<file path="config.mk">
export PLATFORM = sky130hd
export DESIGN_NAME = axi_rd_responder_flat
export DESIGN_NICKNAME = d
export VERILOG_FILES = /design/src/rtl/axi_rd_responder_if.sv /design/src/rtl/axi_rd_responder.sv /design/src/flat_wrapper.sv
export SDC_FILE = /design/constraint.sdc
export NUM_CORES = 1
export LEC_CHECK = 0
export ABC_CLOCK_PERIOD_IN_PS = 28200
export CAP_MARGIN = 15
export CORE_MARGIN = 2
export CORE_UTILIZATION = 54
export CTS_CLUSTER_DIAMETER = 80
export DETAILED_ROUTE_END_ITERATION = 16
export PLACE_DENSITY = 0.78
export SYNTH_ARGS = -nofsm -noshare
export SYNTH_HDL_FRONTEND = slang
export SYNTH_SLANG_ARGS = --single-unit
export TNS_END_PERCENT = 50
</file>
<file path="constraint.sdc">
create_clock -name clk -period 28.2 [get_ports clk]
set_clock_uncertainty 0.1 [all_clocks]
set_input_delay 4.23 -clock clk [delete_from_list [all_inputs] [get_ports clk]]
set_output_delay 4.23 -clock clk [all_outputs]
set_load 0.1 [all_outputs]
</file>
<file path="src/rtl/axi_rd_responder_if.sv">
// AXI4 read-channel bundle (AR + R) between a read master and the responder.
interface axi_rd_responder_if #(
  parameter int unsigned ADDR_WIDTH = 33,
  parameter int unsigned DATA_WIDTH = 256,
  parameter int unsigned ID_WIDTH   = 5
);
  logic                  ARVALID;
  logic [ADDR_WIDTH-1:0] ARADDR;
  logic [ID_WIDTH-1:0]   ARID;
  logic [7:0]            ARLEN;
  logic [2:0]            ARSIZE;
  logic [1:0]            ARBURST;
  logic                  ARREADY;
  logic                  RVALID;
  logic [DATA_WIDTH-1:0] RDATA;
  logic                  RLAST;
  logic [ID_WIDTH-1:0]   RID;
  logic [1:0]            RRESP;
  logic                  RREADY;

  modport master (
    output ARVALID, ARADDR, ARID, ARLEN, ARSIZE, ARBURST, RREADY,
    input  ARREADY, RVALID, RDATA, RLAST, RID, RRESP
  );

  modport slave (
    input  ARVALID, ARADDR, ARID, ARLEN, ARSIZE, ARBURST, RREADY,
    output ARREADY, RVALID, RDATA, RLAST, RID, RRESP
  );
endinterface

</file>
<file path="src/rtl/axi_rd_responder.sv">
// AXI4 read responder: queues AR requests in order and replays each as an INCR
// burst whose 64-bit lanes carry the beat address, after a programmable latency.
module axi_rd_responder #(
  parameter int unsigned ADDR_WIDTH = 33,
  parameter int unsigned DATA_WIDTH = 256,
  parameter int unsigned ID_WIDTH   = 5,
  parameter int unsigned FIFO_DEPTH = 8
) (
  input  logic                     clk,
  input  logic                     rst_n,
  input  logic [15:0]              cfg_latency,
  axi_rd_responder_if.slave        s_axi,
  output logic [63:0]              ar_count,
  output logic [63:0]              rlast_count
);
  localparam int unsigned PtrW  = $clog2(FIFO_DEPTH);
  localparam int unsigned CntW  = $clog2(FIFO_DEPTH + 1);
  localparam int unsigned Lanes = DATA_WIDTH / 64;
  localparam logic [2:0]  SizeExp   = 3'($clog2(DATA_WIDTH / 8));
  localparam logic [ADDR_WIDTH-1:0] BeatBytes = ADDR_WIDTH'(DATA_WIDTH / 8);

  typedef enum logic {StIdle, StBurst} state_e;

  logic [ADDR_WIDTH-1:0] fifo_addr_q [FIFO_DEPTH];
  logic [ID_WIDTH-1:0]   fifo_id_q   [FIFO_DEPTH];
  logic [7:0]            fifo_len_q  [FIFO_DEPTH];
  logic                  fifo_err_q  [FIFO_DEPTH];
  logic [31:0]           fifo_ts_q   [FIFO_DEPTH];

  logic [PtrW-1:0]       wr_ptr_q, wr_ptr_d, rd_ptr_q, rd_ptr_d;
  logic [CntW-1:0]       count_q, count_d;
  logic [31:0]           now_q, now_d;
  logic                  arready_q, arready_d;
  state_e                state_q, state_d;
  logic                  rvalid_q, rvalid_d, rlast_q, rlast_d, err_q, err_d;
  logic [ADDR_WIDTH-1:0] beat_addr_q, beat_addr_d;
  logic [7:0]            beat_idx_q, beat_idx_d, len_q, len_d;
  logic [ID_WIDTH-1:0]   id_q, id_d;
  logic [63:0]           ar_count_q, ar_count_d, rlast_count_q, rlast_count_d;

  logic        push, pop, r_hs, head_ready, push_err;
  logic [31:0] lat_eff, head_age;

  always_comb begin
    push       = s_axi.ARVALID & arready_q;
    push_err   = (s_axi.ARBURST != 2'b01) | (s_axi.ARSIZE != SizeExp);
    r_hs       = rvalid_q & s_axi.RREADY;
    lat_eff    = (cfg_latency == 16'd0) ? 32'd1 : {16'd0, cfg_latency};
    // Age is modular so the free-running counter may wrap freely.
    head_age   = now_q - fifo_ts_q[rd_ptr_q];
    head_ready = (count_q != '0) && (head_age >= lat_eff);
    pop        = (state_q == StIdle) && head_ready;

    now_d         = now_q + 32'd1;
    wr_ptr_d      = push ? wr_ptr_q + PtrW'(1) : wr_ptr_q;
    rd_ptr_d      = pop ? rd_ptr_q + PtrW'(1) : rd_ptr_q;
    count_d       = count_q + CntW'(push) - CntW'(pop);
    arready_d     = (count_d != CntW'(FIFO_DEPTH));
    ar_count_d    = push ? ar_count_q + 64'd1 : ar_count_q;
    rlast_count_d = rlast_count_q;

    state_d     = state_q;
    rvalid_d    = rvalid_q;
    rlast_d     = rlast_q;
    err_d       = err_q;
    beat_addr_d = beat_addr_q;
    beat_idx_d  = beat_idx_q;
    len_d       = len_q;
    id_d        = id_q;

    unique case (state_q)
      StIdle: begin
        if (head_ready) begin
          state_d     = StBurst;
          rvalid_d    = 1'b1;
          beat_addr_d = fifo_addr_q[rd_ptr_q];
          beat_idx_d  = 8'd0;
          len_d       = fifo_len_q[rd_ptr_q];
          id_d        = fifo_id_q[rd_ptr_q];
          err_d       = fifo_err_q[rd_ptr_q];
          rlast_d     = (fifo_len_q[rd_ptr_q] == 8'd0);
        end
      end
      StBurst: begin
        if (r_hs) begin
          if (rlast_q) begin
            state_d       = StIdle;
            rvalid_d      = 1'b0;
            rlast_d       = 1'b0;
            rlast_count_d = rlast_count_q + 64'd1;
          end else begin
            beat_idx_d  = beat_idx_q + 8'd1;
            beat_addr_d = beat_addr_q + BeatBytes;
            rlast_d     = (beat_idx_d == len_q);
          end
        end
      end
      default: state_d = StIdle;
    endcase
  end

  always_ff @(posedge clk) begin
    if (push) begin
      fifo_addr_q[wr_ptr_q] <= s_axi.ARADDR;
      fifo_id_q[wr_ptr_q]   <= s_axi.ARID;
      fifo_len_q[wr_ptr_q]  <= s_axi.ARLEN;
      fifo_err_q[wr_ptr_q]  <= push_err;
      fifo_ts_q[wr_ptr_q]   <= now_q;
    end
  end

  always_ff @(posedge clk or negedge rst_n) begin
    if (!rst_n) begin
      wr_ptr_q      <= '0;
      rd_ptr_q      <= '0;
      count_q       <= '0;
      now_q         <= '0;
      arready_q     <= 1'b0;
      state_q       <= StIdle;
      rvalid_q      <= 1'b0;
      rlast_q       <= 1'b0;
      err_q         <= 1'b0;
      beat_addr_q   <= '0;
      beat_idx_q    <= '0;
      len_q         <= '0;
      id_q          <= '0;
      ar_count_q    <= '0;
      rlast_count_q <= '0;
    end else begin
      wr_ptr_q      <= wr_ptr_d;
      rd_ptr_q      <= rd_ptr_d;
      count_q       <= count_d;
      now_q         <= now_d;
      arready_q     <= arready_d;
      state_q       <= state_d;
      rvalid_q      <= rvalid_d;
      rlast_q       <= rlast_d;
      err_q         <= err_d;
      beat_addr_q   <= beat_addr_d;
      beat_idx_q    <= beat_idx_d;
      len_q         <= len_d;
      id_q          <= id_d;
      ar_count_q    <= ar_count_d;
      rlast_count_q <= rlast_count_d;
    end
  end

  assign s_axi.ARREADY = arready_q;
  assign s_axi.RVALID  = rvalid_q;
  assign s_axi.RLAST   = rlast_q;
  assign s_axi.RID     = id_q;
  assign s_axi.RRESP   = {err_q, 1'b0};
  assign s_axi.RDATA   = {Lanes{64'(beat_addr_q)}};
  assign ar_count      = ar_count_q;
  assign rlast_count   = rlast_count_q;
endmodule

</file>
<file path="src/flat_wrapper.sv">
// flat-port wrapper written by rule: the top's interface ports become plain ports
module axi_rd_responder_flat 
#(
  parameter int unsigned ADDR_WIDTH = 33,
  parameter int unsigned DATA_WIDTH = 256,
  parameter int unsigned ID_WIDTH   = 5,
  parameter int unsigned FIFO_DEPTH = 8
)
  (clk, rst_n, cfg_latency, ar_count, rlast_count, s_axi_ARVALID, s_axi_ARADDR, s_axi_ARID, s_axi_ARLEN, s_axi_ARSIZE, s_axi_ARBURST, s_axi_RREADY, s_axi_ARREADY, s_axi_RVALID, s_axi_RDATA, s_axi_RLAST, s_axi_RID, s_axi_RRESP);
  axi_rd_responder_if #(.ADDR_WIDTH(ADDR_WIDTH), .DATA_WIDTH(DATA_WIDTH), .ID_WIDTH(ID_WIDTH)) s_axi_i ();
  input  logic clk;
  input  logic rst_n;
  input  logic [15:0] cfg_latency;
  output logic [63:0] ar_count;
  output logic [63:0] rlast_count;
  input wire logic [$bits(s_axi_i.ARVALID)-1:0] s_axi_ARVALID;
  input wire logic [$bits(s_axi_i.ARADDR)-1:0] s_axi_ARADDR;
  input wire logic [$bits(s_axi_i.ARID)-1:0] s_axi_ARID;
  input wire logic [$bits(s_axi_i.ARLEN)-1:0] s_axi_ARLEN;
  input wire logic [$bits(s_axi_i.ARSIZE)-1:0] s_axi_ARSIZE;
  input wire logic [$bits(s_axi_i.ARBURST)-1:0] s_axi_ARBURST;
  input wire logic [$bits(s_axi_i.RREADY)-1:0] s_axi_RREADY;
  output wire logic [$bits(s_axi_i.ARREADY)-1:0] s_axi_ARREADY;
  output wire logic [$bits(s_axi_i.RVALID)-1:0] s_axi_RVALID;
  output wire logic [$bits(s_axi_i.RDATA)-1:0] s_axi_RDATA;
  output wire logic [$bits(s_axi_i.RLAST)-1:0] s_axi_RLAST;
  output wire logic [$bits(s_axi_i.RID)-1:0] s_axi_RID;
  output wire logic [$bits(s_axi_i.RRESP)-1:0] s_axi_RRESP;
  assign s_axi_i.ARVALID = s_axi_ARVALID;
  assign s_axi_i.ARADDR = s_axi_ARADDR;
  assign s_axi_i.ARID = s_axi_ARID;
  assign s_axi_i.ARLEN = s_axi_ARLEN;
  assign s_axi_i.ARSIZE = s_axi_ARSIZE;
  assign s_axi_i.ARBURST = s_axi_ARBURST;
  assign s_axi_i.RREADY = s_axi_RREADY;
  assign s_axi_ARREADY = s_axi_i.ARREADY;
  assign s_axi_RVALID = s_axi_i.RVALID;
  assign s_axi_RDATA = s_axi_i.RDATA;
  assign s_axi_RLAST = s_axi_i.RLAST;
  assign s_axi_RID = s_axi_i.RID;
  assign s_axi_RRESP = s_axi_i.RRESP;
  axi_rd_responder #(.ADDR_WIDTH(ADDR_WIDTH), .DATA_WIDTH(DATA_WIDTH), .ID_WIDTH(ID_WIDTH), .FIFO_DEPTH(FIFO_DEPTH)) u_core (.clk(clk), .rst_n(rst_n), .cfg_latency(cfg_latency), .s_axi(s_axi_i), .ar_count(ar_count), .rlast_count(rlast_count));
endmodule
</file>
### Word level (Yosys, flattened, before mapping)

Memories as Yosys holds them, arrays and structs flattened. A register that Yosys moved wholly into a read port is not among the register bits.
Cells that the tools add are included.

* register bits: 223
* latch bits: 0
* RAM bits: 632
* bits in read-only memories: 0
* output and inout bits: 394
* memories kept: 5

* $add $sub $neg: 10
* $mul: 0
* divide/modulo/power cells: 0
* magnitude comparators: 1
* equal/unequal tests: 8
* shifts and indexed selects: 0
* mux-type cells: 23
* bitwise gates (word level): 4
* reductions and logical operators: 12

Memories
* u_core.fifo_addr_q: depth 8, width 33, read ports 1, clocked after Yosys merged registers in 0, wr ports 1, line axi_rd_responder.sv:24 `logic [ADDR_WIDTH-1:0] fifo_addr_q [FIFO_DEPTH];`
* u_core.fifo_ts_q: depth 8, width 32, read ports 1, clocked after Yosys merged registers in 0, wr ports 1, line axi_rd_responder.sv:28 `logic [31:0] fifo_ts_q [FIFO_DEPTH];`
* u_core.fifo_len_q: depth 8, width 8, read ports 1, clocked after Yosys merged registers in 0, wr ports 1, line axi_rd_responder.sv:26 `logic [7:0] fifo_len_q [FIFO_DEPTH];`
* u_core.fifo_id_q: depth 8, width 5, read ports 1, clocked after Yosys merged registers in 1, wr ports 1, line axi_rd_responder.sv:25 `logic [ID_WIDTH-1:0] fifo_id_q [FIFO_DEPTH];`
* u_core.fifo_err_q: depth 8, width 1, read ports 1, clocked after Yosys merged registers in 1, wr ports 1, line axi_rd_responder.sv:27 `logic fifo_err_q [FIFO_DEPTH];`

Operators by type and width (number)
* $add A64 B1 Y64 const B: 2
* $mux W33: 3
* $pmux W33 S2: 1
* $add A33 B6 Y33 const B: 1
* $add A32 B1 Y32 const B: 1
* $ge A32 B32 Y1: 1
* $sub A32 B32 Y32: 1
* $mux W8: 3
* $logic_not A16 Y1: 1
* $mux W16: 1
* $pmux W8 S2: 1
* $mux W1: 11
* $reduce_and A3 Y1: 3
* $add A8 B1 Y8 const B: 1
* $eq A8 B8 Y1: 1
* $logic_not A8 Y1: 1
* $add A3 B1 Y3 const B: 2
* $ne A2 B2 Y1 const B: 3
* $pmux W1 S2: 3
* $add A4 B1 Y4: 1
* $ne A2 B1 Y1 const B: 2
* $ne A4 B4 Y1 const B: 1
* $reduce_and A2 Y1: 2
* $reduce_bool A4 Y1: 1
* 7 further kinds: 10

### Logic depth before layout (Yosys ltp)

Gate-level depths: netlist of run 1.

* word-level depth: 7
* mapped depth: 35
* depth with buffers taken out: 28

### Worst setup path before layout of run 1

OpenSTA, ideal clock, no wires.

* path kind: input port to flip-flop
* start point: input s_axi_ARVALID
* end point: memory u_core.fifo_addr_q[2][0], enable pin
* arrival: 12581 ps
* data required time: 27362 ps
* path slack: 14781 ps
* cell stages on the path: 2
* path buffers: 0
* path through: nand2_1 > nor4b_1

* cells in the longest elaborated chain, start to end: 3

Ends and longest elaborated chain
* from (decl): line flat_wrapper.sv:16 `input wire logic [$bits(s_axi_i.ARVALID)-1:0] s_axi_ARVALID;`
* $and A1 B1 Y1: line axi_rd_responder.sv:45 `push = s_axi.ARVALID & arready_q;`
* $mux W1: line axi_rd_responder.sv:103 `if (push) begin`
* $mux W1 (not written as such): line axi_rd_responder.sv:104 `fifo_addr_q[wr_ptr_q] <= s_axi.ARADDR;`
* to (decl): line axi_rd_responder.sv:24

No other way between the ends.

### Final worst setup path of run 1

* start point: input cfg_latency[9]
* end point: register u_core.arready_q, in the netlist u_core.s_axi.ARREADY

* cells in the longest elaborated chain, start to end: 7

Ends and longest elaborated chain
* from (decl): line flat_wrapper.sv:13 `input logic [15:0] cfg_latency;`
* $logic_not A16 Y1: line axi_rd_responder.sv:48 `lat_eff = (cfg_latency == 16'd0) ? 32'd1 : {16'd0, cfg_latency};`
* $mux W16 *: line axi_rd_responder.sv:48
* $ge A32 B32 Y1 *: line axi_rd_responder.sv:51 `head_ready = (count_q != '0) && (head_age >= lat_eff);`
* $logic_and A1 B1 Y1 *: line axi_rd_responder.sv:51
* $logic_and A1 B1 Y1 *: line axi_rd_responder.sv:52 `pop = (state_q == StIdle) && head_ready;`
* $sub A4 B1 Y4 *: line axi_rd_responder.sv:57 `count_d = count_q + CntW'(push) - CntW'(pop);`
* net u_core.count_d[2]: line axi_rd_responder.sv:31 `logic [CntW-1:0] count_q, count_d;`
* $ne A4 B4 Y1 *: line axi_rd_responder.sv:58 `arready_d = (count_d != CntW'(FIFO_DEPTH));`
* net u_core.arready_d: line axi_rd_responder.sv:33 `logic arready_q, arready_d;`
* to (signal assigned): line axi_rd_responder.sv:134 `arready_q <= arready_d;`
* to (decl): line axi_rd_responder.sv:33

Mark *: on every way through the listed nets, which the timed path passes. The rest lies on a longest branch.
A chain may end at the register's enable or synchronous reset.

==> flow_summary.yaml, run 1 <==
status:
  status: "completed"
run:
  timing.max_cap.violations: 0
setup_path:
  r2r_cells: 27
  cp.required_ps: 28620
  cp.arrival_ps: 9040
  worstPathMaxFanout: 21
  r2r_end: "u_core.s_axi.ARREADY$_DFF_PN0_"
  r2r-start: "u_core.rd_ptr_q[0]$_DFFE_PN0P_"
  r2r_slack_ps: 19630
  critPathLaunchType: "primary input"
  critPathCaptureType: "flip-flop"
  crit_type: "in -> reg"
clocking:
  post_cts_buffers: 0
  clkLatencyLatePin_ps: 630
  ctsResizeCount: 0
  clock-sinks: 861
  clkTransAtPathRegs_ps: 70
  cts-htree-levels: 3
  clock-root-buffer: "clkbuf_16"
  numCtsBuffers: 85
  cts_tree: "done"
  cts_buffer_depth: 3
  cts_hold_buf: 0
floorplanning:
  core_sq_um: 70100
  start_util: 0.546
  num_io_pins: 465
  dieArea_sq_um: 73000
  die_w_um: 270
  die_h_um: 270
  core.rowCount: 97
synthesis:
  syn-instance-count: 2495
  syn_area_per_cell_sq_um: 15.3
  ys_ff_latch: 861
  async_flop_share: 0.266
  syn-cell-area_sq_um: 38300
  yosysTopAreaCellShare: 0.496
  ys_top_cells_by_count: "632 x edfxtp_1, 229 x dfrtp_1, 225 x buf_4, 158 x mux4_2, 149 x nand2_1"
  yosys_warnings: 0
  yosysMostFrequentCell: "edfxtp_1"
  seq_area_frac_synth: 0.646
  synthTopCellsByArea: "edfxtp_1 50%, dfrtp_1 15%, mux4_2 9.3%"
  synth_top_area_cell: "edfxtp_1"
  yosysUniqueCellTypes: 75
  synth_flop_cell: "edfxtp_1"
  synth_edf_count: 632
grt:
  grt_pass1_wl_um: 135000
  grt_max_degree: 120
  overflow: 0
  antenna_found_initial: 10
  grtUsageTotal: 0.244
  first_global_vias: 21900
final_layout:
  stdcell_count: 3782
  fin_util: 0.632
  fillers: 4968
  drive_gt1_frac: 0.137
  synthToLayoutAreaGrowth_pct: 15.9
  num-nets-final: 2899
pwr:
  total_leakage_power_uw: 0.0161
  switching_share: 0.379
  p_clk_frac: 0.267
  internal_power_uw: 2610
  power.switching_uw: 1600
  power_frac_comb: 0.339
  pwr-share-seq: 0.393
  peakVddDrop_uv: 105
  cellPowerDensity_nw_per_um2: 94.9
drt:
  routed_via_density: 5.74
  routed_wl_um: 89200
  drtIter0Drc: 1901
  vias: 21700
  wl_per_cell_um: 23.6
  drc: 0
  ant_nets: 0
  drt-pass1-iter-count: 7
sta:
  setup_tns_ps: 0
  period_needed_ps: 8620
  relSlewSlack: 0.181
  fmax_ghz: 0.116
  hold_viol_final: 0
  worst_slew_pin_slew_ps: 1220
  final_min_period_over_clock_period: 0.306
  rsz0062_at_grt: "false"
  setup_viol: 0
  final_max_slew_viol_count: 0
worst_hold_path:
  worst_hold_path.endpoint: "u_core.ar_count[63]$_DFFE_PN0P_"
  min_path_cells: 1
  hp-class: "reg -> reg"
  holdCritStartpoint: "u_core.ar_count[63]$_DFFE_PN0P_"
place:
  dp_cells: 3620
  hpwl_um: 56600
  io_buffers: 339
  place.gp.congestion: 0.884
[registers in the layout (all words and copies together) (netlist names), 5 cells and up]
name,flops
u_core.fifo_len_q,64
u_core.s_axi.RID,5
u_core.beat_addr_q,33
u_core.fifo_addr_q,264
u_core.ar_count,64
u_core.rlast_count,64
u_core.fifo_ts_q,256
u_core.fifo_err_q,8
u_core.now_q,32
u_core.beat_idx_q,8
u_core.fifo_id_q,40
u_core.len_q,8
[cell usage in the layout, fill, tap and decap left out, drive strengths merged, types with 7 or more instances in the layout]
cell type and n:
inv 62, a31oi 10, bufinv 8, xnor2 131, nor3 34, and2 8
edfxtp 632, clkinv 32, ha 59, o21ai 57, and4 18, conb 125
xor2 66, nor2b 15, clkdlybuf4s50 337, clkbuf 111, a21o 11, o221ai 22
mux2i 66, mux4 158, mux2 38, and3 36, nor2 103, nand2b 9
buf 30, nor4 15, dfrtp 229, nand3 88, nand2 149, o21a 7
a211oi 12, a21oi 45, or2 8, nand4 43
[cells by family (layout without fill, tap and decap cells)]
| kind of cell | after synthesis | count (layout) | synth area share |
|---|---|---|---|
| AOI/OAI and AO/OA | 201 | 201 | 0.0359 |
| xor gates and xnor gates | 197 | 197 | 0.0451 |
| adders and majority gates | 61 | 61 | 0.0203 |
| buffers and inverters | 366 | 584 | 0.0592 |
| DFF | 861 | 861 | 0.646 |
| muxes | 262 | 262 | 0.123 |
| other | 1 | 130 | 0.0000980 |
| and+or+nand+nor | 546 | 546 | 0.0710 |
[metal layers]
| layer | GRT usage | wire [um] | part of all wire | vias up |
|---|---|---|---|---|
| li1 | - | - | - | 9670 |
| met1 | 0.313 | 35000 | 0.39 | 11100 |
| met2 | 0.421 | 45900 | 0.51 | 766 |
| met3 | 0.0384 | 5490 | 0.062 | 129 |
| met4 | 0.0906 | 2790 | 0.031 | 8 |
| met5 | 0 | 46 | 0.00052 | - |
[layout make-up]
class,count,area (sq um),share of cell area
diodes,5,12.5,0.000282
clock inverters,46,470,0.0106
well taps,940,1180,0.0265
clock buffers,111,2320,0.0524
repair buffers,367,3620,0.0816
inverters,60,228,0.00513
multi-input cells,1392,11800,0.266
flip-flops and latches,861,24700,0.557
[worst max-delay path by stage]
stage                                                     to  cells past startpoint  slack [ps]                      startpoint
after detailed placement      u_core.s_axi.ARREADY$_DFF_PN0_                     21       18880                  cfg_latency[9]
after global routing          u_core.s_axi.ARREADY$_DFF_PN0_                     27       19070  u_core.rd_ptr_q[0]$_DFFE_PN0P_
after CTS                     u_core.s_axi.ARREADY$_DFF_PN0_                     21       19560                  cfg_latency[9]
after global placement        u_core.s_axi.ARREADY$_DFF_PN0_                     21       18930                  cfg_latency[9]
after floorplan           u_core.fifo_addr_q[2][0]$_DFFE_PP_                      2       14780                   s_axi_ARVALID
final                         u_core.s_axi.ARREADY$_DFF_PN0_                     21       19580                  cfg_latency[9]
[power groups by stage]
stage / Combinational [uW] / Clock, uW / Sequential, uW
final: 1430 / 1130 / 1660
after global routing: 1500 / 1200 / 1670
after CTS: 1430 / 1140 / 1660
after detailed placement: 1430 / 0 / 1680
after global placement: 1410 / 0 / 1670
after floorplan: 1010 / 0 / 1790
[worst max-delay path, stage by stage]
cell	delay [ps]
clkdlybuf4s50_1	420
nor4_1	290
a41o_1	210
ha_1	220
nand2b_1	140
a21o_1	170
a211oi_1	220
nor4_1	100
nor3_1	240
nand4_1	150
nor4b_2	250
and4_1	610
or2_1	240
inv_4	150
ha_1	320
inv_1	40
ha_1	190
fa_1	380
xor2_1	180
nor3_1	170
nand2_1	80
[through the flow]
stage	setup slack [ps]	instance area [sq um]	hold slack (ps)	power, uW
6_report	19580	44400	381	4210
5_1_grt	19070	44300	399	4370
4_1_cts	19560	44300	384	4240
3_5_place_dp	18880	41500	374	3110
3_3_place_gp	18930	41500	360	3080
2_1_floorplan	14780	38700	383	2800
(Power assumes the default switching activity.)
==> run 2, diff against run 1 <==
ABC_CLOCK_PERIOD_IN_PS = 8250   (was 28200)
clock period = 8.25 ns   (was 28.2 ns; I/O delays follow)
==> flow_summary.yaml, run 2 (synthesized netlist as in run 1, its figures left out) <==
status:
  status: "completed"
floorplanning:
  core_sq_um: 70100
  dieArea_sq_um: 73000
  die_w_um: 270
  core.rowCount: 97
  num_io_pins: 465
  die_h_um: 270
  start_util: 0.546
final_layout:
  final_cell_mix: "632 x edfxtp_1, 333 x clkdlybuf4s50_1, 226 x dfrtp_1"
  antenna_cells: 0
  multiInputGateArea_sq_um: 11800
  largest_register_ffs: 264
  drive_gt1_frac: 0.141
  fillers: 4921
  regArea_sq_um: 24700
  num-nets-final: 2907
  reg_top3: "u_core.fifo_addr_q: 264 flops, u_core.fifo_ts_q: 256 flops"
  synthToLayoutAreaGrowth_pct: 16.4
  regMostFlops: "u_core.fifo_addr_q"
  layout_commonest_cell: "edfxtp_1"
sta:
  hold_viol_final: 0
  final_min_period_over_clock_period: 0.915
  period_needed_ps: 7550
  rsz0062_at_grt: "false"
  fmax_ghz: 0.132
  relSlewSlack: 0.179
  setup_ws_ps: 699
  setup_viol: 0
  setup_tns_ps: 0
  worst_slew_pin_slew_ps: 1230
  final_max_slew_viol_count: 0
clocking:
  clkLatencyLatePin_ps: 640
  clock-root-buffer: "clkbuf_16"
  numCtsBuffers: 87
  cts_buffer_depth: 3
  cts_hold_buf: 0
  ctsResizeCount: 0
  post_cts_buffers: 0
  cts_tree: "done"
  clock-sinks: 861
  cts-htree-levels: 3
  clkTransAtPathRegs_ps: 60
place:
  io_buffers: 339
  hpwl_um: 58000
  place.gp.congestion: 0.911
  dp_slack_ps: 917
drt:
  wl_per_cell_um: 24.1
  ant_nets: 0
  routed_wl_um: 91200
  routed_via_density: 5.82
  drt-pass1-iter-count: 6
  vias: 22100
  drc: 0
  drtIter0Drc: 2222
grt:
  grt_max_degree: 97
  overflow: 0
  first_global_vias: 22500
  grtUsageTotal: 0.249
  antenna_found_initial: 4
  grt_pass1_wl_um: 138000
worst_hold_path:
  hp-class: "reg -> reg"
setup_path:
  crit_type: "reg -> reg"
  cp_slowest_cell: "dfrtp_4"
  worstPathMaxFanout: 29
  cp.arrival_ps: 7970
  crit_top_cell: "ha_1"
  critPathLaunchType: "flip-flop"
  cp_slowest_stage_delay_ps: 820
  critPathCaptureType: "flip-flop"
  cp.required_ps: 8660
pwr:
  power_uw: 14600
  total_leakage_power_uw: 0.0162
  cellPowerDensity_nw_per_um2: 328
  peakVddDrop_uv: 285
run:
  timing.max_cap.violations: 0
run 2: path summary, 6_finish.rpt:
check,startpoint,endpoint,slack [ps],depth (start not counted)
setup reg to reg,u_core.rd_ptr_q[0]$_DFFE_PN0P_,u_core.s_axi.ARREADY$_DFF_PN0_,700,25
max in group asynchronous,rst_n,u_core.rd_ptr_q[2]$_DFFE_PN0P_,5830,3
hold / removal,u_core.ar_count[63]$_DFFE_PN0P_,u_core.ar_count[63]$_DFFE_PN0P_,380,1
min in group asynchronous,rst_n,u_core.rlast_count[10]$_DFFE_PN0P_,490,1
hold reg to reg,u_core.ar_count[63]$_DFFE_PN0P_,u_core.ar_count[63]$_DFFE_PN0P_,380,1
setup / recovery,u_core.rd_ptr_q[0]$_DFFE_PN0P_,u_core.s_axi.ARREADY$_DFF_PN0_,700,25
run 2: layer usage:
layer | track usage | routed length, um | vias to the layer above
li1 | - | - | 9660
met1 | 0.319 | 35700 | 11300
met2 | 0.419 | 45600 | 925
met3 | 0.0422 | 5830 | 198
met4 | 0.116 | 4040 | 6
met5 | 0 | 38 | -
run 2: critical path: cells and delay by family (launching register included):
| family | cells | cell delay, ps |
|---|---|---|
| compound gates | 4 | 810 |
| fa+ha+maj | 5 | 1680 |
| simple gates | 10 | 2060 |
| mux | 2 | 860 |
| buf+inv | 3 | 890 |
| xor+xnor | 1 | 170 |
| flops | 1 | 820 |
run 2: layout make-up:
class,count,area share
multi-input cells,1392,0.265
clock buffers,106,0.0526
flip-flops and latches,861,0.555
inverters,60,0.00511
clock inverters,55,0.0140
well taps,940,0.0264
repair buffers,373,0.0820
run 2: through the flow:
stage                     hold slack, ps  area [sq um]  utilization  std cells
after global placement               363         41600        0.593       3626
after floorplan                      383         38700            -       2619
final                                379         44600        0.635       3787
after CTS                            384         44600        0.635       3787
after detailed placement             372         41600        0.593       3626
after global routing                 403         44600        0.635       3787
run 2: where the power goes:
| part | switching, uW | leakage, uW | internal [uW] |
|---|---|---|---|
| combinational | 3450 | 0.00617 | 1440 |
| clock | 1630 | 0.00146 | 2430 |
| sequential | 394 | 0.00862 | 5250 |
==> run 3, diff against run 2 <==
GPL_ROUTABILITY_DRIVEN = 0   (was unset)
SKIP_CTS_REPAIR_TIMING = 1   (was unset)
==> flow_summary.yaml, run 3 (synthesized netlist as in run 1, its figures left out) <==
clocking:
  clock-root-buffer: "clkbuf_16"
  cts-htree-levels: 3
  clkLatencyLatePin_ps: 650
  clkTransAtPathRegs_ps: 60
  cts_buffer_depth: 3
  cts_tree: "done"
  clock-sinks: 861
  numCtsBuffers: 86
drt:
  drc: 0
  wl_per_cell_um: 23.6
  ant_nets: 0
  drtIter0Drc: 2222
  vias: 22100
  drt-pass1-iter-count: 7
  routed_wl_um: 89400
  routed_via_density: 5.84
sta:
  relSlewSlack: 0.181
  rsz0062_at_grt: "false"
  setup_viol: 0
  setup_tns_ps: 0
  final_min_period_over_clock_period: 0.873
  worst_slew_pin_slew_ps: 1230
  final_max_slew_viol_count: 0
  hold_viol_final: 0
  fmax_ghz: 0.139
  period_needed_ps: 7200
pwr:
  cellPowerDensity_nw_per_um2: 324
  total_leakage_power_uw: 0.0162
  peakVddDrop_uv: 327
  power_uw: 14400
place:
  dpl_cell_area_sq_um: 41600
  hpwl_um: 56600
  io_buffers: 339
floorplanning:
  start_util: 0.546
  die_w_um: 270
  dieArea_sq_um: 73000
  core.rowCount: 97
  die_h_um: 270
  core_sq_um: 70100
  num_io_pins: 465
setup_path:
  r2r-start: "u_core.rd_ptr_q[0]$_DFFE_PN0P_"
  critPathLaunchType: "flip-flop"
  crit_path_start: "u_core.rd_ptr_q[0]$_DFFE_PN0P_"
  crit_type: "reg -> reg"
  r2r_slack_ps: 1050
  critPathCaptureType: "flip-flop"
  cp.required_ps: 8670
  worstPathMaxFanout: 41
  cp.arrival_ps: 7620
grt:
  first_global_vias: 22300
  overflow: 0
  grt_pass1_wl_um: 135000
  grtUsageTotal: 0.244
  antenna_found_initial: 8
  grt_max_degree: 171
final_layout:
  regArea_sq_um: 24700
  synthToLayoutAreaGrowth_pct: 16.2
  final_cell_mix: "632 x edfxtp_1, 337 x clkdlybuf4s50_1, 226 x dfrtp_1"
  reg_top3: "u_core.fifo_addr_q: 264 flops, u_core.fifo_ts_q: 256 flops"
  largest_register_ffs: 264
  regMostFlops: "u_core.fifo_addr_q"
  num-nets-final: 2899
  design_area_sq_um: 44500
  layout_commonest_cell: "edfxtp_1"
  fillers: 4911
  drive_gt1_frac: 0.136
  multiInputGateArea_sq_um: 11800
run:
  timing.max_cap.violations: 0
status:
  status: "completed"
worst_hold_path:
  holdCritStartpoint: "u_core.ar_count[29]$_DFFE_PN0P_"
  hp-class: "reg -> reg"
run 3: cell types whose count changed in the layout (fill, tap and decap cells not counted), moves of 4 or more:
cell             previous run  this run
clkinv_1                   17        21
buf_4                      38        23
clkinv_2                   18        13
buf_12                      1         5
bufinv_16                  13         7
clkdlybuf4s50_1           333       337
run 3: layout make-up:
type,instances,share of cell area
Clock buffer,111,0.0533
Timing Repair Buffer,366,0.0823
Tap cell,940,0.0264
Clock inverter,51,0.0111
Antenna cell,3,0.000169
Sequential cell,861,0.556
Inverter,60,0.00512
Multi-Input combinational cell,1392,0.266
run 3: final timing paths:
path	to	cells after the start
hold reg to reg	u_core.ar_count[29]$_DFFE_PN0P_	1
min in group asynchronous	u_core.rlast_count[11]$_DFFE_PN0P_	1
setup reg to reg	u_core.s_axi.ARREADY$_DFF_PN0_	24
max in group asynchronous	u_core.rd_ptr_q[1]$_DFFE_PN0P_	2
hold / removal	u_core.ar_count[29]$_DFFE_PN0P_	1
setup / recovery	u_core.s_axi.ARREADY$_DFF_PN0_	24
run 3: metrics by stage:
stage | util | hold WS [ps] | worst slack (ps) | cells
2_1_floorplan | - | 383 | -1560 | 2619
3_3_place_gp | 0.593 | 365 | 1230 | 3619
3_5_place_dp | 0.593 | 377 | 1050 | 3619
4_1_cts | 0.634 | 385 | 997 | 3781
5_1_grt | 0.634 | 408 | 474 | 3783
6_report | 0.634 | 391 | 1050 | 3784
run 3: power breakdown:
| part | switching (uW) | total [uW] | internal [uW] |
|---|---|---|---|
| Clock | 1650 | 3910 | 2260 |
| Combinational | 3420 | 4870 | 1440 |
| Sequential | 394 | 5640 | 5250 |
run 3: critical path, cell delays in order, from the launching register on:
cell      delay [ps]
dfrtp_4          960
mux4_2           610
mux2i_1          150
ha_1             300
a21o_1           230
a221o_2          470
a31oi_2          340
o21bai_1         190
xor2_1           180
ha_1             330
nand4_1          110
or3_1            420
nor4_1           310
nor3_1           110
nand4_1          110
nor4b_2           50
and4_1           230
or2_1            260
inv_4            340
ha_1             320
inv_1             60
ha_1             170
fa_1             440
nor3_1           190
nand2_1           80
run 3: per-layer routing:
| layer | global-route usage | wire, um | vias up |
|---|---|---|---|
| met5 | 0 | 65 | - |
| met4 | 0.0878 | 3060 | 10 |
| met3 | 0.0493 | 6350 | 181 |
| met1 | 0.303 | 34200 | 11300 |
| met2 | 0.425 | 45700 | 945 |
| li1 | - | - | 9668 |
